## config.mk

```make
export PLATFORM = sky130hd
export DESIGN_NAME = sweep_array
export DESIGN_NICKNAME = d
export VERILOG_FILES = /design/src/rtl/sweep_array_pkg.sv /design/src/rtl/sweep_array.sv
export SDC_FILE = /design/constraint.sdc
export NUM_CORES = 1
export LEC_CHECK = 0
export CORE_MARGIN = 5
export CORE_UTILIZATION = 61
export DETAILED_ROUTE_END_ITERATION = 8
export HOLD_SLACK_MARGIN = 0.08
export PLACE_DENSITY = 0.82
export RECOVER_POWER = 100
export SLEW_MARGIN = 5
export SYNTH_ARGS = -nofsm -noshare
export SYNTH_HDL_FRONTEND = slang
export SYNTH_SLANG_ARGS = --single-unit
```

## constraint.sdc

```tcl
create_clock -name clk -period 2.8 [get_ports clk]
set_input_delay 0.56 -clock clk [delete_from_list [all_inputs] [get_ports clk]]
set_output_delay 0.56 -clock clk [all_outputs]
set_load 0.01 [all_outputs]
```

## src/rtl/sweep_array_pkg.sv

```systemverilog
// Shared types and helpers for the sweep_array register file:
// sweep FSM state encoding and the byte-level write merge.
package sweep_array_pkg;

    typedef enum logic [1:0] {
        IDLE  = 2'd0,
        SWEEP = 2'd1,
        DONE  = 2'd2
    } sweep_state_t;

    // One byte lane of a masked write: new byte when enabled, else keep the old one.
    function automatic logic [7:0] merge_byte(
        input logic [7:0] old_byte,
        input logic [7:0] new_byte,
        input logic       en
    );
        return en ? new_byte : old_byte;
    endfunction

endpackage

```

## src/rtl/sweep_array.sv

```systemverilog
// Flip-flop register file with byte-masked writes, multi-port combinational reads
// with write forwarding, and a flush sweep that invalidates one entry per cycle.
module sweep_array #(
    parameter int s_index    = 3,
    parameter int width      = 32,
    parameter int num_rports = 2
) (
    input  logic                          clk,
    input  logic                          rst,
    input  logic                          load,
    input  logic [s_index-1:0]            windex,
    input  logic [width/8-1:0]            wmask,
    input  logic [width-1:0]              datain,
    input  logic [num_rports*s_index-1:0] rindex,
    output logic [num_rports*width-1:0]   dataout,
    output logic [num_rports-1:0]         validout,
    input  logic                          flush,
    output logic                          busy,
    output logic                          done
);
    import sweep_array_pkg::*;

    localparam int num_sets = 2 ** s_index;
    localparam int nbytes   = width / 8;

    logic [width-1:0]    data_r [num_sets];
    logic [num_sets-1:0] valid_r;
    logic [s_index-1:0]  ptr_r;
    sweep_state_t        state_r;
    sweep_state_t        state_s;
    logic                wr_en_s;
    logic                last_s;
    logic [width-1:0]    wmerge_s;
    logic [s_index-1:0]  ridx_s;

    // Writes are only accepted while no sweep is running.
    assign wr_en_s = load && (state_r == IDLE);
    assign last_s  = &ptr_r;

    // Byte-merge of the incoming write over the currently stored entry.
    always_comb begin
        wmerge_s = data_r[windex];
        for (int b = 0; b < nbytes; b++) begin
            wmerge_s[8*b +: 8] = merge_byte(data_r[windex][8*b +: 8], datain[8*b +: 8], wmask[b]);
        end
    end

    // Read ports: forward the in-flight write when it hits the same index.
    always_comb begin
        dataout  = '0;
        validout = '0;
        ridx_s   = '0;
        for (int p = 0; p < num_rports; p++) begin
            ridx_s = rindex[p*s_index +: s_index];
            if (wr_en_s && (ridx_s == windex)) begin
                dataout[p*width +: width] = wmerge_s;
                validout[p]               = 1'b1;
            end else begin
                dataout[p*width +: width] = data_r[ridx_s];
                validout[p]               = valid_r[ridx_s];
            end
        end
    end

    // Entry storage: writes set valid, the sweep clears valid and leaves data alone.
    always_ff @(posedge clk or negedge rst) begin
        if (!rst) begin
            for (int i = 0; i < num_sets; i++) begin
                data_r[i] <= '0;
            end
            valid_r <= '0;
        end else if (wr_en_s) begin
            data_r[windex]  <= wmerge_s;
            valid_r[windex] <= 1'b1;
        end else if (state_r == SWEEP) begin
            valid_r[ptr_r] <= 1'b0;
        end
    end

    // Sweep pointer: restarts at zero on flush, wraps naturally after the last entry.
    always_ff @(posedge clk or negedge rst) begin
        if (!rst) begin
            ptr_r <= '0;
        end else if ((state_r == IDLE) && flush) begin
            ptr_r <= '0;
        end else if (state_r == SWEEP) begin
            ptr_r <= ptr_r + 1'b1;
        end
    end

    // FSM state register.
    always_ff @(posedge clk or negedge rst) begin
        if (!rst) begin
            state_r <= IDLE;
        end else begin
            state_r <= state_s;
        end
    end

    // FSM next-state logic; flush is only honoured from IDLE.
    always_comb begin
        state_s = state_r;
        case (state_r)
            IDLE: begin
                if (flush) state_s = SWEEP;
                else       state_s = IDLE;
            end
            SWEEP: begin
                if (last_s) state_s = DONE;
                else        state_s = SWEEP;
            end
            DONE:    state_s = IDLE;
            default: state_s = IDLE;
        endcase
    end

    // FSM outputs decoded from the state register.
    always_comb begin
        busy = 1'b0;
        done = 1'b0;
        case (state_r)
            IDLE: begin
                busy = 1'b0;
                done = 1'b0;
            end
            SWEEP: begin
                busy = 1'b1;
                done = 1'b0;
            end
            DONE: begin
                busy = 1'b1;
                done = 1'b1;
            end
            default: begin
                busy = 1'b0;
                done = 1'b0;
            end
        endcase
    end

endmodule
```

Word level (Yosys, flattened, before mapping)
Index checks and enable logic that the tools add are counted.
{"block": "op_classes", "n_addsub": 1, "n_lt_le_gt_ge": 10, "n_eq_ne": 4, "mux": 37, "n_bitwise": 6, "reduce_logical": 12}
{"operator": "$bmux 32 s3", "n": 3}
{"operator": "$mux 32", "n": 9}
{"operator": "$bwmux 256", "n": 1}
{"operator": "$demux 32 s3", "n": 1}
{"operator": "$mux 8", "n": 6}
{"operator": "$lt 3x4->1 const B", "n": 4}
{"operator": "$ge 4x4->1 const B", "n": 3}
{"operator": "$not 3->4", "n": 3}
{"operator": "$mux 1", "n": 9}
{"operator": "$and 8x8->8", "n": 1}
{"operator": "$not 8->8", "n": 1}
{"operator": "$or 8x8->8", "n": 1}
{"operator": "$logic_and 1x1->1", "n": 7}
{"operator": "$bmux 1 s3", "n": 2}
{"operator": "$demux 1 s3", "n": 2}
{"operator": "$eq 3x3->1", "n": 2}
{"operator": "$ge 3x1->1 const B", "n": 2}
{"operator": "$mux 3", "n": 2}
{"operator": "$lt 4x1->1 const B", "n": 1}
{"operator": "$pmux 2 s2", "n": 1}
{"operator": "$reduce_bool 2->1", "n": 2}
{"operator": "$add 3x1->3 const B", "n": 1}
{"operator": "$reduce_and 3->1", "n": 1}
{"operator": "$eq 2x1->1 const B", "n": 1}
{"operator": "other kinds (4)", "n": 4}
{"block": "totals", "register_bits": 269, "inputBits": 49, "out_inout_bits": 68, "word_cells": 81}

Depth between registers and ports, before layout
Gate-level depths: netlist (run 1).
{"block": "logic_depth", "ltp_word": 8, "ltp_mapped": 9}

Worst setup path after synthesis (run 1)
Ideal clock, no wire load.
{"block": "synth_path", "path_kind": "input port to output port", "from": "input rindex[3]", "to": "output dataout[32]", "t_arrival_ns": 2.005, "slack_ns": 0.235, "path_stages": 6, "path_cell_list": "clkbuf_1 buf_2 mux4_2 mux2_2 nand2_1 o21ai_0"}
{"block": "synth_between", "elab_chain_cells": 5, "elab_cells_between_ends": 7}
{"item": "start, declared", "line_no": "sweep_array.sv:14", "rtl": "input logic [num_rports*s_index-1:0] rindex,"}
{"item": "$not 3->4 (implied by the code)", "line_no": "sweep_array.sv:59", "rtl": "dataout[p*width +: width] = data_r[ridx_s];"}
{"item": "$bmux 32 s3", "line_no": "sweep_array.sv:59"}
{"item": "$mux 32 (implied by the code) (2 in series)", "line_no": "sweep_array.sv:59"}
{"item": "$mux 32 *", "line_no": "sweep_array.sv:55", "rtl": "if (wr_en_s && (ridx_s == windex)) begin"}
{"item": "end, declared", "line_no": "sweep_array.sv:15", "rtl": "output logic [num_rports*width-1:0] dataout,"}
Mark *: on every way between the ends. The rest lies on a longest branch, timed or not. The select of a mux whose other input is x is not followed.

Worst setup path in the final report (run 1)
{"block": "layout_path", "from": "register state_r[0]", "to": "output dataout[52]"}
{"block": "layout_between", "elab_chain_cells": 4}
{"item": "start, declared", "line_no": "sweep_array.sv:29", "rtl": "sweep_state_t state_r;"}
{"item": "start signal, assigned", "line_no": "sweep_array.sv:96", "rtl": "state_r <= state_s;"}
{"item": "$logic_not 2->1", "line_no": "sweep_array.sv:37", "rtl": "assign wr_en_s = load && (state_r == IDLE);"}
{"item": "$logic_and 1x1->1", "line_no": "sweep_array.sv:37"}
{"item": "$logic_and 1x1->1", "line_no": "sweep_array.sv:55"}
{"item": "$mux 32", "line_no": "sweep_array.sv:55"}
Every way passes these cells.

==> results.ini, run 1 <==
[route]
routed_wl_um = 57900
ant_nets = 0
highest_layer = met4
wl_met1_um = 20100
drt_iter0_drc = 1767
firstDrtPassIters = 5
met2_wirelength_um = 27000
dr_wl_met3_um = 6680
via_per_inst = 7.02
vias = 15800
wl_per_cell_um = 25.7
route.detailed.drc = 0

[timing]
fmax_mhz = 319
whs_ps = 521
setup_viol = 66
hold_viol = 0
timing.setup.tns_ps = -14310
period_share_pct = 112
min_period_ps = 3130
slew_violations = 73
maxSlewHeadroom_pct = -23.5
tightestPinTransition_ps = 1850
fin_ws_ps = -333
clock_skew_ps = 9.95
grt_setup_unrepaired = yes

[logic_synthesis]
synthCells = 1641
synth-compound-area-share_pct = 20.3
synth-seq-cells = 269
synth_xor_area_share_pct = 0.344
synth_edf_count = 0
netlist_top_cells_area = dfrtp_1 38%, mux4_2 17%, nand2_1 7.2%
synthArstFlopShare_pct = 100
syn_nets = 1695
synthAdderAreaFrac_pct = 0.351
synth_top_family_by_area = multiplexers
syn_area_per_cell_um2 = 10.8
ys.warnings.count = 0
ys_types = 47
synth_top_area_share_pct = 37.8
yosysSeqAreaShare_pct = 37.8
synth_simple_gate_area_share_pct = 8.89
syn_area_um2 = 17800
synth_top_cell_by_area = dfrtp_1
synth_flop_cell = dfrtp_1
synthMuxAreaShare_pct = 26.8

[critical_path]
rrSetupSlack_ps = 50
required_ps = 2240
crit_chain = inv_2 > ha_4 > nand2_4 > or4_4 > buf_6 > buf_16 > o31ai_1 > buf_2
crit_cells = 8
critPathArrivalTime_ps = 2570
end_kind = primary output
endpoint = dataout[52]
max_stage_delay_ps = 540
slowest_stage = or4_4
cp_top_family = simple AND/OR/NAND/NOR gates
rr_endpoint = data_r[88]
crit_fanout = 7
reg2reg_depth = 8
r2r-start = state_r[1]
cp-start-kind = flip-flop
worst-path-buf-inv = 4
crit_start = state_r[0]
critPathKind = reg2out

[placement]
port_buffers = 116
dp.cells = 2175
placed_cell_area_um2 = 20400
place_hpwl_um = 36700
place.gp.congestion = 0.899

[clock_tree]
clkTransAtPathRegs_ps = 60
clock_latency_ps = 560
cts_tree = built
clockBufferDepth = 3
h-tree-depth = 1
cts_buffers = 30
cts_sinks = 269
root_buffer = clkbuf_16

[floorplanning]
die_y_um = 181
rows = 62
die_area_um2 = 32700
coreArea_um2 = 28800
start_util_pct = 61.9
die_w_um = 181
ios = 117

[power]
vdd_drop_max_v = 0.000594
p_leak_nw = 9.39
powerDensity_nw_per_um2 = 942

[job]
drv_cap = 1

[global_route]
overflow = 0
grt_use_total_pct = 35.0
grt_first_pass_wirelength_um = 91800
antenna_found_initial = 2
grt_pass1_vias = 16500
grt_max_degree = 73

[outcome]
violations = capacitance limit, slew limit, setup timing
status = finished, violations left

[finish]
drive_gt1_share_pct = 33.7
final_cell_mix = 321 x nand2_1, 269 x dfrtp_1, 136 x o21ai_0
layout.nets = 1899
final-instance-count-excl-fill = 2254
num-fill-cells = 1813
final_util_pct = 74.7
mostFrequentLayoutCell = nand2_1
area_delta_synth_final_pct = 20.8
design_area_um2 = 21500

[worst_hold_path]
hold_class = reg2reg
hp-start = data_r[142]

==> worst min-delay path by stage <==
stage,endpoint,cells after the start
final,data_r[142],2
after detailed placement,data_r[142],2
after CTS,data_r[142],2
after floorplan,data_r[0],0
after global routing,data_r[165],2
after global placement,data_r[247],2
==> synth_stat cells, types with 10 or more instances <==
| master | count |
|---|---|
| nand2_1 | 342 |
| dfrtp_1 | 269 |
| o31ai_1 | 140 |
| mux4_2 | 132 |
| mux2i_1 | 107 |
| o21ai_1 | 106 |
| o21ai_0 | 102 |
| mux2_2 | 64 |
| clkbuf_1 | 57 |
| buf_2 | 39 |
| a21oi_1 | 34 |
| inv_1 | 30 |
| buf_6 | 28 |
| nor2_1 | 21 |
| buf_1 | 16 |
| a211oi_2 | 14 |
| o22ai_1 | 14 |
| nand2b_1 | 12 |
| a211oi_1 | 10 |
| buf_4 | 10 |
| o31ai_2 | 10 |
| o32ai_1 | 10 |
==> logic make-up after synthesis <==
group,count (synthesis)
AO/OA/AOI/OAI,478
XOR/XNOR,7
adder cells (fa/ha/maj),5
buffers and inverters,183
flip-flops,269
multiplexers,303
AND/OR/NAND/NOR,396
==> report_power, final <==
| part | total, mW | switching [mW] | internal (mW) | leakage, nW |
|---|---|---|---|---|
| Clock | 4.20 | 1.67 | 2.53 | 0.521 |
| Combinational | 8.42 | 4.05 | 4.36 | 5.39 |
| Sequential | 7.64 | 1.95 | 5.69 | 3.48 |
==> per-layer routing <==
layer,up-vias,track usage (%)
li1,6589,-
met1,7758,44.6
met2,1132,55.8
met3,343,7.62
met4,0,19.7
met5,-,0
==> final cells by class <==
class                      instances  area [µm²]  share of cell area (%)
multi-input combinational       1189       10400                    48.2
clock buffer                      47         926                    4.31
tap                              384         480                    2.23
clock inverter                     9         120                   0.559
sequential                       269        6730                    31.3
timing repair buffer             322        2760                    12.8
inverter                          33         124                   0.576
antenna                            1        2.50                  0.0116
==> per-stage QoR <==
step / power [mW] / worst slack [ps]
finish: 20.3 / -333
global route: 21.4 / -366
CTS: 20.1 / -334
detailed placement: 16.0 / -684
global placement: 15.4 / -628
floorplan: 12.7 / 235
==> registers in the layout, indices dropped and copies added (netlist names) <==
name	flops
state_r	2
ptr_r	3
data_r	256
valid_r	8
==> what timing repair did <==
item,CTS,global route
resized for setup,302,62
cloned,5,0
setup buffers,13,5
hold buffers,1,0
setup endpoints to repair,66,66
pin swaps,23,8
endpoints found under the hold margin,66,0
==> worst reg2reg max path, cell delays in order (launching register included) <==
cell      delay, ps
dfrtp_1         370
inv_2            70
ha_4            170
buf_4           160
and3_1          250
nand2_1         470
clkbuf_2        850
nand2_1         170
o21ai_1         150
Power figures use the tool's default switching activity.
==> inputs of run 2 (changes only) <==
--- a/config.mk
+++ b/config.mk
@@ -5,6 +5,7 @@
 export SDC_FILE = /design/constraint.sdc
 export NUM_CORES = 1
 export LEC_CHECK = 0
+export CAP_MARGIN = 20
 export CORE_MARGIN = 5
 export CORE_UTILIZATION = 61
 export DETAILED_ROUTE_END_ITERATION = 8
==> constraint.sdc (replaced) <==
create_clock -name clk -period 3.9 [get_ports clk]
set_input_delay 0.78 -clock clk [delete_from_list [all_inputs] [get_ports clk]]
set_output_delay 0.78 -clock clk [all_outputs]
set_load 0.01 [all_outputs]
==> results.ini, run 2 (synthesis results as in run 1) <==
[outcome]
status = finished, violations left
violations = capacitance limit, slew limit

[route]
vias = 15000  ; -5.5%
route.detailed.drc = 0  ; unchanged
drt_iter0_drc = 1688  ; -4.5%
firstDrtPassIters = 5  ; unchanged
routed_wl_um = 53500  ; -7.5%
via_per_inst = 6.94  ; -1.2%
ant_nets = 0  ; unchanged
wl_per_cell_um = 24.8  ; -3.3%

[floorplanning]
start_util_pct = 61.9  ; unchanged
coreArea_um2 = 28800  ; unchanged
die_area_um2 = 32700  ; unchanged
die_w_um = 181  ; unchanged
die_y_um = 181  ; unchanged
rows = 62  ; unchanged
ios = 117  ; unchanged

[critical_path]
critPathArrivalTime_ps = 3040  ; +470 ps
end_kind = primary output
critPathKind = in2out
required_ps = 3120  ; +880 ps
cp-start-kind = input pin
crit_fanout = 27  ; +20

[timing]
timing.setup.tns_ps = 0  ; +14,310 ps
period_share_pct = 97.9
grt_setup_unrepaired = no
fmax_mhz = 262
clock_skew_ps = 11.9  ; +1.97 ps
maxSlewHeadroom_pct = -65.5  ; -42 points
hold_viol = 0  ; unchanged
tightestPinTransition_ps = 2480  ; +630 ps
setup_viol = 0  ; -100%
min_period_ps = 3820
slew_violations = 129  ; +77%
fin_ws_ps = 81.4  ; +414 ps

[power]
p_int_mw = 8.70  ; -31%
power_frac_seq_pct = 39.3  ; +1.6 points
switchingPower_mw = 5.18  ; -32%
total_power_mw = 13.9  ; -31%
switching_share_pct = 37.3  ; -0.53 points
p_comb_share_pct = 41.8  ; +0.2 points
vdd_drop_max_v = 0.000333  ; -44%
p_clk_share_pct = 18.9  ; -1.8 points
p_leak_nw = 8.63  ; -8.0%
powerDensity_nw_per_um2 = 682  ; -28%

[clock_tree]
clock_latency_ps = 550  ; about the same
h-tree-depth = 1  ; unchanged
root_buffer = clkbuf_16
cts_sinks = 269  ; unchanged
clockBufferDepth = 3  ; unchanged
cts_tree = built
cts_buffers = 29  ; -3.3%
cts_hold_buf = 0  ; -1
cts_setup_buffers = 0  ; -13
clkTransAtPathRegs_ps = 60  ; about the same

[finish]
area_delta_synth_final_pct = 14.3
drive_gt1_share_pct = 23.5  ; -10 points
final_util_pct = 70.7  ; -4.0 points
largestRegisters = data_r: 256 flops, valid_r: 8 flops, ptr_r: 3 flops
registers.top_by_ff_count = data_r
mostFrequentLayoutCell = nand2_1
layout.nets = 1807  ; -4.8%
largest_reg_flops = 256  ; unchanged
final-instance-count-excl-fill = 2156  ; -4.3%
num-fill-cells = 1997  ; +10%
final_cell_mix = 341 x nand2_1, 269 x dfrtp_1, 151 x o21ai_0

[worst_hold_path]
hold_class = reg2reg

[job]
drv_cap = 2  ; +1

[placement]
place.gp.congestion = 0.866  ; -3.7%
port_buffers = 116  ; unchanged
place_hpwl_um = 34700  ; -5.4%
place_ws_ps = -4.37  ; +679 ps
dp.cells = 2106  ; -3.2%

[global_route]
grt_first_pass_wirelength_um = 84800  ; -7.6%
grt_use_total_pct = 32.2  ; -2.7 points
grt_max_degree = 95  ; +30%
overflow = 0  ; unchanged
antenna_found_initial = 3  ; +1
grt_pass1_vias = 15500  ; -6.0%

run 2: area by class of cell:
type	instances	area, µm²	share of cell area (%)
multi-input combinational	1189	10100	49.5
sequential	269	6730	33.1
antenna	2	5.00	0.0246
tap	384	480	2.36
clock inverter	4	48.8	0.240
timing repair buffer	231	2070	10.2
inverter	33	124	0.608
clock buffer	44	822	4.04
run 2: through the flow:
stage | hold WS [ps] | cell area [µm²]
floorplan | 473 | 17800
global placement | 496 | 19700
detailed placement | 509 | 19700
CTS | 277 | 20600
global route | 547 | 20400
finish | 520 | 20400
run 2: routing by layer:
layer / GRT usage [%] / vias up / part of all wire (%) / wire [µm]
li1: - / 6380 / - / -
met1: 41.3 / 7406 / 37 / 19500
met2: 52.6 / 943 / 48 / 25600
met3: 7.28 / 227 / 11 / 5650
met4: 15.2 / 2 / 5.1 / 2710
met5: 0 / - / 0.024 / 13
run 2: critical path, stage by stage:
cell and delay [ps]:
clkdlybuf4s50_1 490, nand2_2 110, or4_4 580, buf_6 200, o31ai_1 260, clkdlybuf4s50_1 590
run 2: worst paths after layout:
check / startpoint / cells past startpoint / slack [ps] / to
hold reg to reg: data_r[21] / 2 / 520 / data_r[21]
min in group asynchronous: rst / 1 / 960 / data_r[123]
hold / removal: data_r[21] / 2 / 520 / data_r[21]
setup reg to reg: state_r[0] / 7 / 200 / data_r[25]
max in group asynchronous: rst / 2 / 780 / data_r[144]
setup / recovery: load / 6 / 80 / dataout[30]
run 2: repair_timing:
| item | 4_1_cts | 5_1_grt |
|---|---|---|
| pin swaps | 0 | 0 |
| gates cloned | 0 | 0 |
| endpoints found under the setup margin | 1 | 19 |
| gates resized for setup | 1 | 13 |
run 2: power by group through the flow:
stage / clock network, mW / logic, mW / registers (mW)
2_1_floorplan: 0 / 4.13 / 4.99
3_3_place_gp: 0 / 5.69 / 5.24
3_5_place_dp: 0 / 5.94 / 5.41
4_1_cts: 2.63 / 6.00 / 5.39
5_1_grt: 2.74 / 6.35 / 5.63
6_report: 2.62 / 5.81 / 5.46
